### config.mk
export PLATFORM = sky130hd
export DESIGN_NAME = nn_weight_init
export DESIGN_NICKNAME = d
export VERILOG_FILES = /design/src/rtl/nn_weight_init.sv
export SDC_FILE = /design/constraint.sdc
export NUM_CORES = 1
export LEC_CHECK = 0
export CAP_MARGIN = 20
export CORE_ASPECT_RATIO = 1.1
export CORE_UTILIZATION = 39
export DETAILED_ROUTE_END_ITERATION = 6
export PLACE_DENSITY = 0.89
export SLEW_MARGIN = 25
export SYNTH_ARGS = -nofsm -noshare
export SYNTH_HDL_FRONTEND = slang
export SYNTH_SLANG_ARGS = --single-unit
### constraint.sdc
create_clock -name clk -period 4.2 [get_ports clk]
set_clock_uncertainty 0.15 [all_clocks]
set_input_delay 0.84 -clock clk [delete_from_list [all_inputs] [get_ports clk]]
set_output_delay 0.84 -clock clk [all_outputs]
set_load 0.02 [all_outputs]
### src/rtl/nn_weight_init.sv
// Weight-memory initialiser: draws one LFSR byte per weight, centres and scales it
// into a signed fixed-point word, and writes it through a ready/enable port.
module nn_weight_init #(
  parameter int NUM_WEIGHTS = 64,
  parameter int ADDR_W      = 6,
  parameter int DATA_W      = 16,
  parameter int SCALE_SHIFT = 4
) (
  input  logic              clk,
  input  logic              rst_n,
  input  logic              i_start,
  output logic              o_rnd_read,
  input  logic [31:0]       i_rnd_data,
  output logic              o_wr_en,
  input  logic              i_wr_ready,
  output logic [ADDR_W-1:0] o_wr_addr,
  output logic [DATA_W-1:0] o_wr_data,
  output logic              o_busy,
  output logic              o_done
);

  localparam logic [ADDR_W-1:0] LAST_ADDR = ADDR_W'(NUM_WEIGHTS - 1);

  typedef enum logic [2:0] {
    S_IDLE  = 3'd0,
    S_REQ   = 3'd1,
    S_CAP   = 3'd2,
    S_WRITE = 3'd3,
    S_DONE  = 3'd4
  } state_t;

  state_t            r_state;
  state_t            w_next_state;
  logic [ADDR_W-1:0] r_wr_addr;
  logic [ADDR_W-1:0] w_next_addr;
  logic [DATA_W-1:0] r_wr_data;
  logic [DATA_W-1:0] w_next_data;
  logic              r_rnd_read;
  logic              r_wr_en;
  logic              r_busy;
  logic              r_done;
  logic              w_last;
  logic [23:0]       w_unused_rnd_hi;

  // Only the low byte of the source word carries randomness.
  assign w_unused_rnd_hi = i_rnd_data[31:8];
  assign w_last          = (r_wr_addr == LAST_ADDR);

  // Inverting bit 7 is r-128 as a signed byte; then sign-extend and scale.
  function automatic logic [DATA_W-1:0] f_map_weight(input logic [7:0] i_byte);
    logic signed [7:0]        v_centred;
    logic signed [DATA_W-1:0] v_ext;
    v_centred = $signed({~i_byte[7], i_byte[6:0]});
    v_ext     = DATA_W'(v_centred);
    return v_ext <<< SCALE_SHIFT;
  endfunction

  // Next-state, next-address and next-data decode.
  always_comb begin
    w_next_state = r_state;
    w_next_addr  = r_wr_addr;
    w_next_data  = r_wr_data;
    case (r_state)
      S_IDLE: begin
        w_next_addr = {ADDR_W{1'b0}};
        if (i_start) begin
          w_next_state = S_REQ;
        end else begin
          w_next_state = S_IDLE;
        end
      end
      S_REQ: begin
        w_next_state = S_CAP;
      end
      S_CAP: begin
        w_next_state = S_WRITE;
        w_next_data  = f_map_weight(i_rnd_data[7:0]);
      end
      S_WRITE: begin
        if (i_wr_ready) begin
          if (w_last) begin
            w_next_state = S_DONE;
          end else begin
            w_next_state = S_REQ;
            w_next_addr  = r_wr_addr + ADDR_W'(1'b1);
          end
        end else begin
          w_next_state = S_WRITE;
        end
      end
      S_DONE: begin
        w_next_state = S_IDLE;
        w_next_addr  = {ADDR_W{1'b0}};
      end
      default: begin
        w_next_state = S_IDLE;
        w_next_addr  = {ADDR_W{1'b0}};
      end
    endcase
  end

  // State and registered Moore outputs, decoded from the upcoming state.
  always_ff @(posedge clk or negedge rst_n) begin
    if (!rst_n) begin
      r_state    <= S_IDLE;
      r_wr_addr  <= {ADDR_W{1'b0}};
      r_wr_data  <= {DATA_W{1'b0}};
      r_rnd_read <= 1'b0;
      r_wr_en    <= 1'b0;
      r_busy     <= 1'b0;
      r_done     <= 1'b0;
    end else begin
      r_state    <= w_next_state;
      r_wr_addr  <= w_next_addr;
      r_wr_data  <= w_next_data;
      r_rnd_read <= (w_next_state == S_REQ);
      r_wr_en    <= (w_next_state == S_WRITE);
      r_busy     <= (w_next_state != S_IDLE);
      r_done     <= (w_next_state == S_DONE);
    end
  end

  assign o_rnd_read = r_rnd_read;
  assign o_wr_en    = r_wr_en;
  assign o_wr_addr  = r_wr_addr;
  assign o_wr_data  = r_wr_data;
  assign o_busy     = r_busy;
  assign o_done     = r_done;

endmodule

==> impl_metrics.env <==
export IMPL_cp_num_buf_inv=1
export IMPL_finalSetupViolations=0
export IMPL_tightest_slew_ns=0.8771
export IMPL_crit_family="buffers and inverters"
export IMPL_seq_area_sq_um=525.5
export IMPL_min_period_over_period_pct=56.77
export IMPL_stdcell_area_sq_mm=0.001319
export IMPL_synth_area_leaders="dfrtp_1 53%, mux2_2 9.2%, buf_4 6.1%"
export IMPL_report_final_hold_viol_count=0
export IMPL_nets=153
export IMPL_vias=735
export IMPL_worstPathCellList="clkdlybuf4s50_1"
export IMPL_cpMaxStageDelayCell="clkdlybuf4s50_1"
export IMPL_start_util_pct=42.39
export IMPL_antenna_found_initial=0
export IMPL_crit_type="flip-flop to output port"
export IMPL_ys_types=30
export IMPL_max_freq_ghz=0.4194
export IMPL_ios=62
export IMPL_holdWs_ns=0.3663
export IMPL_synth_cell_area_sq_um=983.4
export IMPL_cts_setup_buffers=0
export IMPL_drive_above_1_share_pct=13.91
export IMPL_slew_headroom_pct=41.34
export IMPL_rsz0062_at_grt="false"
export IMPL_std_cell_rows=18
export IMPL_final_common_cell="clkdlybuf4s50_1"
export IMPL_cts_resized=0
export IMPL_grt_pass1_vias=678
export IMPL_clk_pin_slew_worst_paths_ns=0.11
export IMPL_via_per_inst=5.069
export IMPL_grt_pass1_wl_um=2980
export IMPL_diodes=0
export IMPL_syn_area_per_cell_sq_um=11.57
export IMPL_areaGrowthSynthToFinish_pct=34.10
export IMPL_dp_hpwl_um=1348
export IMPL_max_stage_delay_ns=0.64
export IMPL_place_area_sq_mm=0.001292
export IMPL_fp_dieW_um=49.88
export IMPL_die_y_um=54.67
export IMPL_min_path_type="flip-flop to flip-flop"
export IMPL_cts_sinks=21
export IMPL_status="finished clean"
export IMPL_fin_crit_ns=2.384
export IMPL_setup_tns_ns=0
export IMPL_cts_root_buffer="clkbuf_4"
export IMPL_grt_max_degree=22
export IMPL_end_kind="output port"
export IMPL_overflow=0
export IMPL_ant_nets=0
export IMPL_synth_largest_area_cell="dfrtp_1"
export IMPL_synth_top_area_share_pct=53.44
export IMPL_core_sq_mm=0.002320
export IMPL_cp_max_fo=6
export IMPL_gp_congestion=0.8300
export IMPL_multi_input_area_sq_um=391.6
export IMPL_numCtsBuffers=3
export IMPL_clockBufferDepth=2
export IMPL_synth_seq_area_share_pct=53.44
export IMPL_maxCapViolCount=0
export IMPL_synth_seq_cells=21
export IMPL_h_tree_depth=1
export IMPL_netlist_instances=85
export IMPL_grtUsageTotal_pct=15.27
export IMPL_wl_um=1795
export IMPL_drtPass1Iterations=3
export IMPL_required_ns=3.21
export IMPL_dieArea_sq_mm=0.002727
export IMPL_leakagePower_nw=0.5332
export IMPL_final_cell_mix="33 x clkdlybuf4s50_1, 21 x dfrtp_1, 8 x mux2_2, 7 x a21oi_1"
export IMPL_drtIter0Drc=4
export IMPL_p_per_area_mw_per_mm2=670.8
export IMPL_maxSlewViolCount=0
export IMPL_crit_arrival_ns=1.39
export IMPL_wl_per_cell_um=12.38
export IMPL_route_detailed_drc=0
export IMPL_cts_tree="built"
export IMPL_ir_drop_mv=0.4310
export IMPL_worstSkewPairLatency_ns=0.30
export IMPL_hold_buffers=0
export IMPL_io_buffer_count=33
export IMPL_n_fill_cell=191
export IMPL_yosysWarnings=0
export IMPL_startpoint_type="flip-flop"
==> sequential cells by signal (all words and copies together) (netlist names) <==
| signal | cells |
|---|---|
| o_busy | 1 |
| o_done | 1 |
| o_rnd_read | 1 |
| o_wr_addr | 6 |
| o_wr_data | 8 |
| o_wr_en | 1 |
| r_state | 3 |
==> per-stage QoR <==
step                      worst slack (ns)  util (%)  power, mW  cells
after global placement               1.681     55.72     0.7840    141
final                                1.816     56.85     0.8846    145
after floorplan                      2.226         -     0.6240     88
after CTS                            1.805     56.85     0.8921    145
after global routing                 1.761     56.85     0.9439    145
after detailed placement             1.650     55.72     0.7970    141
==> path summary, 6_finish.rpt <==
check / start / endpoint / slack [ns] / depth (start not counted)
setup / recovery: o_wr_addr[2] / o_wr_addr[2] / 1.82 / 1
hold / removal: o_wr_data[4] / o_wr_data[4] / 0.37 / 1
setup reg to reg: o_wr_addr[0] / o_wr_addr[5] / 2.32 / 5
hold reg to reg: o_wr_data[4] / o_wr_data[4] / 0.37 / 1
max in group asynchronous: rst_n / o_wr_addr[4] / 2.49 / 1
min in group asynchronous: rst_n / o_wr_data[10] / 0.88 / 1
==> cells by family after synthesis <==
| family | after synthesis | synth area share [%] |
|---|---|---|
| DFF | 21 | 53.43 |
| adders and majority gates | 1 | 1.272 |
| other | 1 | 0.3813 |
| buffers and inverters | 12 | 7.889 |
| AOI/OAI and AO/OA | 15 | 12.09 |
| muxes | 9 | 10.18 |
| and+or+nand+nor | 26 | 14.76 |
==> per-layer routing <==
layer	vias to the layer above	GRT usage, %	share of wire (%)
met2	29	26.58	50
met4	0	8.571	1.7
met1	352	17.22	42
met5	-	0	0
met3	4	4.167	6.6
li1	350	-	-
==> cells in the mapped netlist, drive strengths merged <==
library cell	number
conb	1
nor2b	1
o41ai	1
dfrtp	21
ha	1
inv	2
mux2i	1
nand2	5
nor2	6
nor3	1
nor3b	3
or2b	1
o21bai	2
o31ai	1
o22ai	1
nand3	4
and3	1
or2	1
o21ai	1
or4	1
a22o	1
or3	1
o211ai	1
mux2	8
nor4b	1
a21oi	7
buf	10
==> area by class of cell <==
type	count	area share, %
well taps	30	2.846
repair buffers	33	25.05
inverters	2	0.5693
multi-input cells	55	29.70
flip-flops and latches	21	39.85
clock buffers	4	1.992
==> report_power, final <==
part / internal, mW / switching, mW
Clock: 0.0370 / 0.0579
Combinational: 0.236 / 0.220
Sequential: 0.272 / 0.0614
(Power assumes the default switching activity.)
